## config.mk

```make
export PLATFORM = sky130hd
export DESIGN_NAME = pipe_ctrl_flat
export DESIGN_NICKNAME = d
export VERILOG_FILES = /design/src/rtl/pipe_ctrl_pkg.sv /design/src/rtl/pipe_ctrl_if.sv /design/src/rtl/pipe_ctrl_mc_timer.sv /design/src/rtl/pipe_ctrl.sv /design/src/flat_wrapper.sv
export SDC_FILE = /design/constraint.sdc
export NUM_CORES = 1
export LEC_CHECK = 0
export BUFFER_PORTS_ARGS = -buffer_cell sky130_fd_sc_hd__buf_2
export CORE_MARGIN = 2
export CORE_UTILIZATION = 42
export DETAILED_ROUTE_END_ITERATION = 12
export PLACE_DENSITY_LB_ADDON = 0.1
export SLEW_MARGIN = 20
export SYNTH_ARGS = -nofsm -noshare
export SYNTH_HDL_FRONTEND = slang
export SYNTH_SLANG_ARGS = --single-unit
```

## constraint.sdc

```tcl
create_clock -name clk -period 1.93 [get_ports clk]
set_clock_uncertainty 0.1 [all_clocks]
set_input_delay 0.193 -clock clk [delete_from_list [all_inputs] [get_ports clk]]
set_output_delay 0.193 -clock clk [all_outputs]
set_load 0.02 [all_outputs]
```

## src/rtl/pipe_ctrl_pkg.sv

```systemverilog
// Shared pipeline-control definitions: stall bus width, stall vectors,
// reset level, controller states and the multicycle length helper.
package pipe_ctrl_pkg;

    localparam int STALL_W = 6;
    typedef logic [STALL_W-1:0] stall_bus_t;

    // Each vector freezes its own stage and everything upstream of it
    localparam stall_bus_t STALL_NONE = 6'b000000;
    localparam stall_bus_t STALL_IF   = 6'b000011;
    localparam stall_bus_t STALL_ID   = 6'b000111;
    localparam stall_bus_t STALL_EX   = 6'b001111;
    localparam stall_bus_t STALL_MEM  = 6'b011111;
    localparam stall_bus_t STALL_ALL  = 6'b111111;

    localparam logic RST_ENABLE = 1'b1;

    typedef enum logic [1:0] {
        ST_RUN   = 2'd0,
        ST_MC    = 2'd1,
        ST_FLUSH = 2'd2
    } state_e;

    // A zero length still costs the start cycle
    function automatic logic [5:0] eff_len(input logic [5:0] len);
        return (len == 6'd0) ? 6'd1 : len;
    endfunction

endpackage

```

## src/rtl/pipe_ctrl_if.sv

```systemverilog
// Hazard/redirect requests from the pipeline and the resulting control outputs.
interface pipe_ctrl_if;
    import pipe_ctrl_pkg::*;

    logic        stallreq_if;
    logic        stallreq_id;
    logic        stallreq_mem;
    logic        ex_mc_start;
    logic [5:0]  ex_mc_len;
    logic        excp_valid;
    logic        eret_valid;
    logic [31:0] epc;

    stall_bus_t  stall;
    logic        flush;
    logic [31:0] new_pc;
    logic        mc_busy;
    logic        mc_done;

    modport master (
        output stallreq_if, stallreq_id, stallreq_mem, ex_mc_start, ex_mc_len,
               excp_valid, eret_valid, epc,
        input  stall, flush, new_pc, mc_busy, mc_done
    );

    modport slave (
        input  stallreq_if, stallreq_id, stallreq_mem, ex_mc_start, ex_mc_len,
               excp_valid, eret_valid, epc,
        output stall, flush, new_pc, mc_busy, mc_done
    );

endinterface

```

## src/rtl/pipe_ctrl_mc_timer.sv

```systemverilog
// Down-counter for EX multicycle ops; last flags the final stalled cycle.
module mc_timer
    import pipe_ctrl_pkg::*;
(
    input  logic       clk,
    input  logic       rst,
    input  logic       clr,
    input  logic       load,
    input  logic [5:0] load_val,
    input  logic       dec,
    output logic       last
);

    logic [5:0] count;

    always_ff @(posedge clk) begin
        if (rst == RST_ENABLE || clr)
            count <= '0;
        else if (load)
            count <= load_val;
        else if (dec && count != 6'd0)
            count <= count - 6'd1;
    end

    assign last = (count == 6'd1);

endmodule

```

## src/rtl/pipe_ctrl.sv

```systemverilog
// Pipeline stall/flush controller: priority stall selection, EX multicycle
// tracking and one-cycle exception/eret redirect.
module pipe_ctrl
    import pipe_ctrl_pkg::*;
#(
    parameter logic [31:0] EXCP_VEC = 32'h0000_0020
) (
    input  logic        clk,
    input  logic        rst,
    pipe_ctrl_if.slave  bus
);

    state_e      state, state_nxt;
    logic [31:0] redir_pc, redir_nxt;

    stall_bus_t  stall_c;
    logic        flush_c;
    logic [31:0] new_pc_c;
    logic        mc_done_c;
    logic        mc_busy_c;

    logic        redirect;
    logic        mc_start;
    logic        ex_stall;
    logic [5:0]  mc_len_eff;
    logic        mc_load, mc_dec, mc_clr, mc_last;

    always_ff @(posedge clk) begin
        if (rst == RST_ENABLE) begin
            state    <= ST_RUN;
            redir_pc <= '0;
        end else begin
            state    <= state_nxt;
            redir_pc <= redir_nxt;
        end
    end

    always_comb begin
        state_nxt  = state;
        redir_nxt  = redir_pc;
        stall_c    = STALL_NONE;
        flush_c    = 1'b0;
        new_pc_c   = '0;
        mc_done_c  = 1'b0;
        mc_busy_c  = 1'b0;
        mc_load    = 1'b0;
        mc_dec     = 1'b0;
        mc_clr     = 1'b0;
        ex_stall   = 1'b0;
        mc_len_eff = eff_len(bus.ex_mc_len);
        redirect   = (state != ST_FLUSH) && (bus.excp_valid || bus.eret_valid);
        mc_start   = (state == ST_RUN) && bus.ex_mc_start;

        // Outputs held quiet during reset so an aborted op leaves no pulse
        if (rst != RST_ENABLE) begin
            mc_busy_c = (state == ST_MC);
            case (state)
                ST_FLUSH: begin
                    flush_c   = 1'b1;
                    new_pc_c  = redir_pc;
                    state_nxt = ST_RUN;
                end
                default: begin
                    if (redirect) begin
                        stall_c   = STALL_ALL;
                        redir_nxt = bus.excp_valid ? EXCP_VEC : bus.epc;
                        mc_clr    = 1'b1;
                        state_nxt = ST_FLUSH;
                    end else begin
                        ex_stall = mc_start || (state == ST_MC);
                        if (bus.stallreq_mem)     stall_c = STALL_MEM;
                        else if (ex_stall)        stall_c = STALL_EX;
                        else if (bus.stallreq_id) stall_c = STALL_ID;
                        else if (bus.stallreq_if) stall_c = STALL_IF;

                        // The count keeps running even when MEM owns the stall vector
                        if (state == ST_MC) begin
                            mc_dec = 1'b1;
                            if (mc_last) begin
                                mc_done_c = 1'b1;
                                state_nxt = ST_RUN;
                            end
                        end else if (mc_start) begin
                            if (mc_len_eff > 6'd1) begin
                                mc_load   = 1'b1;
                                state_nxt = ST_MC;
                            end else begin
                                mc_done_c = 1'b1;
                            end
                        end
                    end
                end
            endcase
        end
    end

    mc_timer u_mc_timer (
        .clk      (clk),
        .rst      (rst),
        .clr      (mc_clr),
        .load     (mc_load),
        .load_val (mc_len_eff - 6'd1),
        .dec      (mc_dec),
        .last     (mc_last)
    );

    assign bus.stall   = stall_c;
    assign bus.flush   = flush_c;
    assign bus.new_pc  = new_pc_c;
    assign bus.mc_busy = mc_busy_c;
    assign bus.mc_done = mc_done_c;

endmodule

```

## src/flat_wrapper.sv

```systemverilog
// flat-port wrapper written by rule: the top's interface ports become plain ports
module pipe_ctrl_flat import pipe_ctrl_pkg::*;
#(
    parameter logic [31:0] EXCP_VEC = 32'h0000_0020
)
  (clk, rst, bus_stallreq_if, bus_stallreq_id, bus_stallreq_mem, bus_ex_mc_start, bus_ex_mc_len, bus_excp_valid, bus_eret_valid, bus_epc, bus_stall, bus_flush, bus_new_pc, bus_mc_busy, bus_mc_done);
  pipe_ctrl_if bus_i ();
  input  logic clk;
  input  logic rst;
  input wire logic [$bits(bus_i.stallreq_if)-1:0] bus_stallreq_if;
  input wire logic [$bits(bus_i.stallreq_id)-1:0] bus_stallreq_id;
  input wire logic [$bits(bus_i.stallreq_mem)-1:0] bus_stallreq_mem;
  input wire logic [$bits(bus_i.ex_mc_start)-1:0] bus_ex_mc_start;
  input wire logic [$bits(bus_i.ex_mc_len)-1:0] bus_ex_mc_len;
  input wire logic [$bits(bus_i.excp_valid)-1:0] bus_excp_valid;
  input wire logic [$bits(bus_i.eret_valid)-1:0] bus_eret_valid;
  input wire logic [$bits(bus_i.epc)-1:0] bus_epc;
  output wire logic [$bits(bus_i.stall)-1:0] bus_stall;
  output wire logic [$bits(bus_i.flush)-1:0] bus_flush;
  output wire logic [$bits(bus_i.new_pc)-1:0] bus_new_pc;
  output wire logic [$bits(bus_i.mc_busy)-1:0] bus_mc_busy;
  output wire logic [$bits(bus_i.mc_done)-1:0] bus_mc_done;
  assign bus_i.stallreq_if = bus_stallreq_if;
  assign bus_i.stallreq_id = bus_stallreq_id;
  assign bus_i.stallreq_mem = bus_stallreq_mem;
  assign bus_i.ex_mc_start = bus_ex_mc_start;
  assign bus_i.ex_mc_len = bus_ex_mc_len;
  assign bus_i.excp_valid = bus_excp_valid;
  assign bus_i.eret_valid = bus_eret_valid;
  assign bus_i.epc = bus_epc;
  assign bus_stall = bus_i.stall;
  assign bus_flush = bus_i.flush;
  assign bus_new_pc = bus_i.new_pc;
  assign bus_mc_busy = bus_i.mc_busy;
  assign bus_mc_done = bus_i.mc_done;
  pipe_ctrl #(.EXCP_VEC(EXCP_VEC)) u_core (.clk(clk), .rst(rst), .bus(bus_i));
endmodule
```

==> metrics.md <==
| Metric | Value |
|---|---|
| Routed Antenna Nets | 0 |
| First-pass GRT wire length | between 7000 and 8000 um |
| CP startpoint | bus_ex_mc_len[3] |
| Critical path class | in2out |
| H-Tree Depth | 2 |
| Final worst setup slack | -62.1 ps |
| Initial antenna violation count | 0 |
| End of the critical path | bus_mc_done |
| Post-synth ARST share | 0% |
| CP Capture Type | primary output |
| Fin cells | ~360 |
| Clk_lat worst skew | approximately 280 ps |
| Dpl cells | approximately 350 |
| Post-synth cell types | 43 |
| PortBufs | 86 |
| Core area | 4410 um2 |
| Worst hold path type | in2reg |
| Max VDD drop | between 0.2 and 0.3 mV |
| Footprint of the multi-input gates | about 1200 um2 |
| Worst slew margin | 67.8% |
| Clk buf depth | 2 |
| Routed len/inst | ~15 um |
| Boundary pin count | slightly below 90 |
| Leakage power | 1.39 nW |
| Number of synthesized flops with an enable pin | 0 |
| Status | finished, violations left |
| PwrDens | 646 nW/um2 |
| Warnings, synthesis | 0 |
| Fillcell total | around 340 |
| Max cap viols | 0 |
| Worst Setup Start Kind | input port |
| Post-layout total power | between 2 and 2.5 mW |
| CTS tree | built |
| Hold_buf cts | 0 |
| Worst slew pin tran | between 400 and 500 ps |
| Gate count of the mapped netlist | about 210 |
| Die area | between 5000 and 6000 um2 |
| Critical Path RT | 1640 ps |
| Final setup fails | 16 |
| DRC | 0 |
| Mapped Area | roughly 2000 um2 |
| Yosys reg bits | 40 |
| CP arrival | between 1500 and 2000 ps |
| Largest net degree at the start of global routing | 34 |
| DR pass1 iterations | 4 |
| Height of the chip | 72.2 um |
| HPWL after DPL | 3410 um |
| Setup slack, reg-to-reg | approximately 20 ps |
| CTS Sinks | 40 |
| Maximum clock rate | around 500 MHz |
| Final hold viol count | 0 |
| Fin crit share | 103% |
| DR vias | roughly 1.9k |
| Area growth syn-to-layout | 58.4% |
| # rows | 24 |
| Number of global-route vias before repair | approximately 1.7k |
| Syn nets | 258 |
| Mapped Avg Cell Area | 9.44 um2 |
| Ant diodes | 0 |
| Avg Vias per Cell | approximately 5.3 |
| Nets@finish | between 300 and 400 |
| Num CTS Buffers | 5 |
| Register area share after synthesis | 41.0% |
| R2R Path End | u_core.u_mc_timer.count[1] |
| Reg2reg path depth | 5 |
| Failing checks | setup timing |
| Die width | just over 70 um |
| Initial Util | ~44% |
| Setup WS pre-CTS | -348 ps |
| GP Congestion | about 0.80 |
| Worst-path clk slew | 80 ps |
| CTS Root Cell | clkbuf_8 |
| Highest net fanout along the worst path | 3 |
| Aggregate global routing overflow | 0 |
| Share of cells above drive strength 1 | between 50 and 60% |
| Pins over their slew limit | 0 |
| Post-Route WL | ~5400 um |
| Worst r2r src | u_core.state[1] |
| Final Util | a little over two thirds |
| RSZ-0062 raised after global routing | yes |
| Main flop type after synthesis | dfxtp_1 |
| Sequential Area | just over 800 um2 |
| Total Routing Usage GR | 18.4% |
| DRT iter0 DRCs | 54 |
| Post-layout minimum cycle time | 1990 ps |
final cells by class:
type,count,area share [%]
repair buffers,110,28.2
flip-flops and latches,40,26.0
multi-input cells,144,38.6
clock buffers,7,3.11
inverters,8,0.970
well taps,52,2.10
clock inverters,1,0.970
power by group:
group	switching (mW)	internal, mW
Clock	0.295	0.457
Sequential	0.0239	0.865
Combinational	0.178	0.182
Total	0.497	1.50
synthesized netlist by cell type (3+ instances only):
library cell | instances | area share (%)
buf_2 | 9 | 2.3
and2_1 | 32 | 10
nor3_1 | 4 | 1.0
xor2_1 | 3 | 1.3
dfxtp_1 | 40 | 41
clkbuf_1 | 4 | 0.77
inv_1 | 8 | 1.5
a21oi_1 | 4 | 1.0
nor2_1 | 15 | 2.9
a31oi_1 | 3 | 0.96
o2111ai_1 | 3 | 1.3
a22o_1 | 31 | 14
ha_1 | 5 | 3.2
o21ai_0 | 7 | 1.8
state kept, by name, summed over array words and instances (netlist names):
name / cells
u_core.redir_pc: 32
u_core.state: 2
u_core.u_mc_timer.count: 6
worst min path at each step:
stage	from	endpoint	slack [ps]	depth (start not counted)
3_3_place_gp	bus_epc[30]	u_core.redir_pc[30]	300	2
3_5_place_dp	bus_epc[18]	u_core.redir_pc[18]	310	2
6_report	bus_epc[10]	u_core.redir_pc[10]	9	2
4_1_cts	bus_epc[2]	u_core.redir_pc[2]	4	2
5_1_grt	bus_epc[30]	u_core.redir_pc[30]	7	2
2_1_floorplan	bus_epc[11]	u_core.redir_pc[11]	220	1
per-layer routing:
| layer | up-vias | share of wire (%) | GRT usage, % |
|---|---|---|---|
| met3 | 6 | 6.2 | 5.69 |
| met4 | 0 | 0.72 | 4.40 |
| met1 | 903 | 46 | 23.7 |
| met2 | 62 | 47 | 30.3 |
| li1 | 955 | - | - |
| met5 | - | 0 | 0 |
critical path, cell delays in order:
cell and delay [ps]:
buf_6 90, or4_4 540, o21ba_4 230, ha_4 160, nor2_4 120, nor2_4 50, a2bb2oi_2 120, nor2_1 50
buf_4 150
cell families after synthesis:
group / Yosys count / share of synthesized area (%)
adder cells (fa/ha/maj): 5 / 3.20
XOR/XNOR: 4 / 1.79
AO/OA/AOI/OAI: 64 / 27.0
flip-flops: 40 / 41.0
buffers and inverters: 23 / 5.38
AND/OR/NAND/NOR: 71 / 21.7
timing repair:
| item | 4_1_cts | 5_1_grt |
|---|---|---|
| buffers inserted | 2 | 3 |
| setup endpoints to repair | 36 | 39 |
| hold endpoints to repair | 0 | 0 |
| resized for setup | 12 | 100 |
| gates cloned | 0 | 3 |
| pin swaps | 6 | 35 |
per-stage QoR:
stage | hold WS (ps) | instance area [um2] | TNS [ps]
after global placement | 302 | 2520 | -1600
after floorplan | 218 | 1970 | 0
after global routing | 7.18 | 3100 | -1800
final | 9.35 | 3100 | -220
after detailed placement | 308 | 2520 | -1970
after CTS | 3.60 | 2710 | -148
cells in the final DEF, fill, tap and decap left out, types with 3 or more instances in the layout:
| cell type | synthesis | routed |
|---|---|---|
| buf_2 | 9 | 51 |
| dfxtp_1 | 40 | 38 |
| buf_6 | 0 | 34 |
| and2_4 | 0 | 31 |
| a22o_1 | 31 | 31 |
| buf_4 | 2 | 22 |
| nor2_1 | 15 | 12 |
| o21ai_0 | 7 | 7 |
| inv_1 | 8 | 7 |
| clkbuf_8 | 0 | 7 |
| a21oi_1 | 4 | 4 |
| nor3_1 | 4 | 3 |
| nor2_4 | 0 | 3 |
| o2111ai_1 | 3 | 3 |
| a31oi_1 | 3 | 3 |
| xor2_1 | 3 | 3 |
| ha_1 | 5 | 3 |
Power figures use the tool's default switching activity.
